File: src/rtl/stopwatch_ctrl.sv
// Stopwatch sequencing controller: RUN/PAUSE/ADJUST state machine, minutes and
// seconds counters, and per-field blink gating for the display formatter.

module stopwatch_ctrl_chk #(
  parameter int MAX_MIN = 59,
  parameter int MAX_SEC = 59
) (
  input logic       clk_in,
  input logic       rst,
  input logic [6:0] minutes,
  input logic [5:0] seconds,
  input logic       blink_min,
  input logic       blink_sec,
  input logic       running,
  input logic [1:0] state
);
  localparam logic [6:0] MIN_TOP = 7'(MAX_MIN);
  localparam logic [5:0] SEC_TOP = 6'(MAX_SEC);

  // Output invariants that must hold in every cycle out of reset.
  a_min_range : assert property (@(posedge clk_in) disable iff (!rst) minutes <= MIN_TOP);
  a_sec_range : assert property (@(posedge clk_in) disable iff (!rst) seconds <= SEC_TOP);
  a_blink_one : assert property (@(posedge clk_in) disable iff (!rst) !(blink_min && blink_sec));
  a_run_state : assert property (@(posedge clk_in) disable iff (!rst) running == (state == 2'b00));
  a_bmin_st   : assert property (@(posedge clk_in) disable iff (!rst) blink_min |-> (state == 2'b10));
  a_bsec_st   : assert property (@(posedge clk_in) disable iff (!rst) blink_sec |-> (state == 2'b11));
endmodule

module stopwatch_ctrl #(
  parameter int MAX_MIN = 59,
  parameter int MAX_SEC = 59
) (
  input  logic       clk_in,
  input  logic       rst,
  input  logic       tick_1hz,
  input  logic       tick_2hz,
  input  logic       pause_p,
  input  logic       clr_p,
  input  logic       adj,
  input  logic       sel,
  output logic [6:0] minutes,
  output logic [5:0] seconds,
  output logic       blink_min,
  output logic       blink_sec,
  output logic       running,
  output logic [1:0] state
);

  typedef enum logic [1:0] {
    ST_RUN     = 2'b00,
    ST_PAUSE   = 2'b01,
    ST_ADJ_MIN = 2'b10,
    ST_ADJ_SEC = 2'b11
  } state_e;

  localparam logic [6:0] MIN_TOP = 7'(MAX_MIN);
  localparam logic [5:0] SEC_TOP = 6'(MAX_SEC);

  state_e     state_q, state_d;
  logic       paused_q, paused_d;
  logic       phase_q, phase_d;
  logic [6:0] min_q, min_d;
  logic [5:0] sec_q, sec_d;
  logic       blink_min_q, blink_min_d;
  logic       blink_sec_q, blink_sec_d;
  logic       running_q, running_d;

  // Out-of-range values also fold to zero so a corrupted counter self-heals.
  function automatic logic [6:0] inc_min(input logic [6:0] v);
    logic [6:0] r;
    if (v >= MIN_TOP) begin
      r = 7'd0;
    end else begin
      r = v + 7'd1;
    end
    return r;
  endfunction

  function automatic logic [5:0] inc_sec(input logic [5:0] v);
    logic [5:0] r;
    if (v >= SEC_TOP) begin
      r = 6'd0;
    end else begin
      r = v + 6'd1;
    end
    return r;
  endfunction

  function automatic logic is_adj(input state_e s);
    return s[1];
  endfunction

  // Next state and the paused flag that remembers where ADJ returns to.
  always_comb begin
    state_d  = state_q;
    paused_d = paused_q;
    if (pause_p) begin
      paused_d = ~paused_q;
    end else begin
      paused_d = paused_q;
    end
    if (adj) begin
      state_d = sel ? ST_ADJ_SEC : ST_ADJ_MIN;
    end else begin
      case (state_q)
        ST_RUN:     state_d = pause_p ? ST_PAUSE : ST_RUN;
        ST_PAUSE:   state_d = pause_p ? ST_RUN : ST_PAUSE;
        ST_ADJ_MIN,
        ST_ADJ_SEC: state_d = paused_q ? ST_PAUSE : ST_RUN;
        default:    state_d = ST_PAUSE;
      endcase
    end
  end

  // Counter update; clear overrides any tick arriving in the same cycle.
  always_comb begin
    min_d = min_q;
    sec_d = sec_q;
    if (clr_p) begin
      min_d = 7'd0;
      sec_d = 6'd0;
    end else begin
      case (state_q)
        ST_RUN: begin
          if (tick_1hz) begin
            if (sec_q >= SEC_TOP) begin
              sec_d = 6'd0;
              min_d = inc_min(min_q);
            end else begin
              sec_d = sec_q + 6'd1;
            end
          end else begin
            sec_d = sec_q;
          end
        end
        ST_ADJ_MIN: begin
          if (tick_2hz) begin
            min_d = inc_min(min_q);
          end else begin
            min_d = min_q;
          end
        end
        ST_ADJ_SEC: begin
          if (tick_2hz) begin
            sec_d = inc_sec(sec_q);
          end else begin
            sec_d = sec_q;
          end
        end
        ST_PAUSE: begin
          min_d = min_q;
          sec_d = sec_q;
        end
        default: begin
          min_d = min_q;
          sec_d = sec_q;
        end
      endcase
    end
  end

  // Blink phase restarts dark-off whenever an adjust field is (re)selected.
  always_comb begin
    phase_d = 1'b0;
    if (!is_adj(state_d)) begin
      phase_d = 1'b0;
    end else if (state_d != state_q) begin
      phase_d = 1'b0;
    end else if (tick_2hz) begin
      phase_d = ~phase_q;
    end else begin
      phase_d = phase_q;
    end
    blink_min_d = phase_d & (state_d == ST_ADJ_MIN);
    blink_sec_d = phase_d & (state_d == ST_ADJ_SEC);
    running_d   = (state_d == ST_RUN);
  end

  // State, counters and registered outputs.
  always_ff @(posedge clk_in or negedge rst) begin
    if (!rst) begin
      state_q     <= ST_PAUSE;
      paused_q    <= 1'b1;
      phase_q     <= 1'b0;
      min_q       <= 7'd0;
      sec_q       <= 6'd0;
      blink_min_q <= 1'b0;
      blink_sec_q <= 1'b0;
      running_q   <= 1'b0;
    end else begin
      state_q     <= state_d;
      paused_q    <= paused_d;
      phase_q     <= phase_d;
      min_q       <= min_d;
      sec_q       <= sec_d;
      blink_min_q <= blink_min_d;
      blink_sec_q <= blink_sec_d;
      running_q   <= running_d;
    end
  end

  assign minutes   = min_q;
  assign seconds   = sec_q;
  assign blink_min = blink_min_q;
  assign blink_sec = blink_sec_q;
  assign running   = running_q;
  assign state     = state_q;

  stopwatch_ctrl_chk #(
    .MAX_MIN(MAX_MIN),
    .MAX_SEC(MAX_SEC)
  ) u_chk (
    .clk_in   (clk_in),
    .rst      (rst),
    .minutes  (minutes),
    .seconds  (seconds),
    .blink_min(blink_min),
    .blink_sec(blink_sec),
    .running  (running),
    .state    (state)
  );

endmodule

File: config.mk
export PLATFORM = sky130hd
export DESIGN_NAME = stopwatch_ctrl
export DESIGN_NICKNAME = d
export VERILOG_FILES = /design/src/rtl/stopwatch_ctrl.sv
export SDC_FILE = /design/constraint.sdc
export NUM_CORES = 1
export LEC_CHECK = 0
export CORE_ASPECT_RATIO = 0.9
export CORE_UTILIZATION = 45
export CTS_BUF_LIST = sky130_fd_sc_hd__clkbuf_8
export CTS_CLUSTER_SIZE = 16
export DETAILED_ROUTE_END_ITERATION = 10
export PLACE_DENSITY_LB_ADDON = 0.15
export REMOVE_ABC_BUFFERS = 1
export SYNTH_ARGS = -nofsm -noshare
export SYNTH_HDL_FRONTEND = slang
export SYNTH_SLANG_ARGS = --single-unit
export TNS_END_PERCENT = 1
File: constraint.sdc
create_clock -name clk_in -period 1.6 [get_ports clk_in]
set_input_delay 0.24 -clock clk_in [delete_from_list [all_inputs] [get_ports clk_in]]
set_output_delay 0.24 -clock clk_in [all_outputs]
set_load 0.05 [all_outputs]
==> results.cfg <==
[synthesis]
yosysTopAreaCellShare_pct = 42.5
synth_cell_types = 40
avgSynthCellArea_um2 = 11.2
synth_seq_area_share_pct = 47.5
syn_area_um2 = 1060
synth_area_leaders = dfrtp_1, dfstp_2, nand2_1, a22o_1, nand3_1
synth-edff-count = 0
synth_top_area_cell = dfrtp_1
ys_ff_latch = 20
synth_ff_type = dfrtp_1
synth_warnings = 0
ys_async_sr_fraction_pct = 100
syn_inst = 95

[clock_tree]
clk_pin_slew_worst_paths_ns = 0.07
htree_levels = 1
clock_latency_ns = 0.26
cts_inserted_buffers = 3
cts_tree = yes
cts_root_buf = clkbuf_8
clock_sinks = 20
clock_path_buffers = 2
hold_buffers = 0

[sta]
final.period_utilization_pct = 107
fin_crit_ns = 1.72
finalSetupViolations = 7
rsz0062_at_grt = yes
worstMarginPinSlew_ns = 0.372
slew_headroom_pct = 75.2
fin_ws_ns = -0.118
fin_skew_ns = 0.00199
fmax_mhz = 582
slew_viol_final = 0
finalHoldViolations = 0

[place]
gp_congestion = 0.773
place_ws_ns = -0.170
place_hpwl_um = 1930
port_buffers = 25
place_area_um2 = 1560

[setup_path]
r2r_start = minutes[1]
rr_endpoint = minutes[5]
cp-start-kind = flip-flop
r2r_slack_ns = -0.12
crit_path_end = minutes[5]
startpoint = minutes[1]
worstPathMaxFanout = 2
cp.arrival_ns = 1.87
critPathCaptureType = flip-flop
rr_worst_depth = 6
critical_path_class = flip-flop to flip-flop
crit_required_ns = 1.76

[die]
io_pins = 26
core_area_um2 = 2200
num_rows = 16
die_w_um = 53.2
dieArea_um2 = 2550
die_y_um = 48.0
initial_core_util_pct = 48.1

[global_route]
use_met2_pct = 40.0
grt.busiest_layer = met2
grt_antenna_before_repair = 0
grt_pass1_wl_um = 3860
use_met3_pct = 7.94
grt_max_degree = 21
globalRouteTotalUtil_pct = 22.0
overflow = 0
grt_pass1_vias = 850
met1_usage_pct = 24.3

[run_status]
violations = setup timing
status = finished, violations left

[route]
vias = 936
dr.pass1.iters = 5
avgRoutedWirePerCell_um = 14.6
vias_per_cell = 5.35
drtIter0Drc = 17
remaining_drc_errors = 0
ant_nets = 0
routed_wl_um = 2550

[final_layout]
area_growth_pct = 58.1
final_nets = 159
n_fill_cell = 163
multi_input_area_um2 = 553
diodes = 0
ff_latch_area_um2 = 503
design_area_um2 = 1680
drive_gt1_share_pct = 43.9

[hold_path]
worstHoldPathType = primary input to async pin

[pwr]
ir_worst_vdd_v = 0.000802
power_density_nw_per_um2 = 890
p_leak_nw = 0.815

[flow_run]
drv_cap = 0
[flip-flops by register name (all words and copies together), names as in the netlist]
register	count
blink_min	1
blink_sec	1
minutes	7
paused_q	1
phase_q	1
running	1
seconds	6
state	2
[cells in the final DEF (no fill, tap or decap), drive strengths merged, types with 2 or more instances in the layout]
| cell type | synthesis | routed |
|---|---|---|
| a211o | 2 | 2 |
| a211oi | 2 | 2 |
| a22o | 4 | 4 |
| a31o | 2 | 2 |
| and2 | 2 | 2 |
| and3 | 2 | 2 |
| buf | 2 | 44 |
| clkbuf | 0 | 4 |
| clkdlybuf4s50 | 0 | 7 |
| dfrtp | 18 | 18 |
| dfstp | 2 | 2 |
| ha | 2 | 2 |
| inv | 6 | 6 |
| nand2 | 11 | 11 |
| nand3 | 7 | 7 |
| nor2 | 5 | 5 |
| nor3 | 2 | 2 |
| nor3b | 2 | 2 |
| o21ai | 3 | 3 |
| o311ai | 2 | 2 |
| xor2 | 3 | 3 |
[power breakdown]
| group | switching [mW] | internal [mW] |
|---|---|---|
| registers | 0.0443 | 0.567 |
| logic | 0.274 | 0.226 |
| clock network | 0.160 | 0.219 |
| total | 0.478 | 1.01 |
[cell usage after synthesis, types with 2 or more instances]
cell / number
a31o_2: 2
nand3_1: 7
ha_1: 2
a22o_1: 4
and2_1: 2
dfrtp_1: 18
nor2_1: 5
buf_4: 2
dfstp_2: 2
xor2_1: 3
nand2_1: 10
inv_1: 6
and3_1: 2
a211o_1: 2
nor3_1: 2
o21ai_0: 2
[repair_timing]
| item | CTS | global route |
|---|---|---|
| setup endpoints to repair | 8 | 12 |
| pin swaps | 5 | 10 |
| setup buffers | 1 | 2 |
| gates resized for setup | 3 | 5 |
[worst max-delay path: stages (launching register included)]
cell and delay, ns:
dfrtp_1 0.40, ha_2 0.20, a211o_1 0.32, buf_6 0.14
a31o_4 0.21, a211o_1 0.29, o41ai_4 0.06
[routing by layer]
| metal | part of all wire, % | vias to the layer above |
|---|---|---|
| met2 | 52 | 25 |
| met4 | 2.1 | 0 |
| met3 | 4.8 | 6 |
| met5 | 0 | - |
| li1 | - | 460 |
| met1 | 41 | 445 |
[cells by family (layout without fill, tap and decap cells)]
family / count (synthesis) / in the layout / share of synthesized area (%)
xor+xnor: 4 / 4 / 3.31
simple gates: 34 / 34 / 17.1
buf+inv: 8 / 61 / 3.54
fa+ha+maj: 2 / 2 / 2.36
flops: 20 / 20 / 47.5
mux: 1 / 1 / 1.06
compound gates: 26 / 26 / 25.1
[area by class of cell]
cell class / instances / area share [%]
well taps: 27 / 2.02
clock buffers: 4 / 3.29
multi-input cells: 67 / 33.0
flip-flops and latches: 20 / 30.0
repair buffers: 51 / 30.3
inverters: 6 / 1.34
[worst min-delay path by stage]
stage,to,cells after the start
after floorplan,blink_min,0
after global placement,paused_q,1
after CTS,minutes[4],2
final,minutes[4],2
after detailed placement,paused_q,1
after global routing,minutes[2],2
[metrics by stage]
step           hold slack, ns  total power, mW  setup TNS (ns)  instances  util, %
4_1_cts                 0.330             1.49          -0.314        173     73.9
2_1_floorplan         -0.0556            0.861           -2.78         93        -
6_report                0.319             1.49          -0.471        175     76.1
5_1_grt                 0.338             1.57           -1.17        175     76.1
3_5_place_dp            0.512             1.10           -1.25        168     70.7
3_3_place_gp            0.506             1.08          -0.572        168     70.7
No activity file was read; power rests on OpenSTA's default activity.
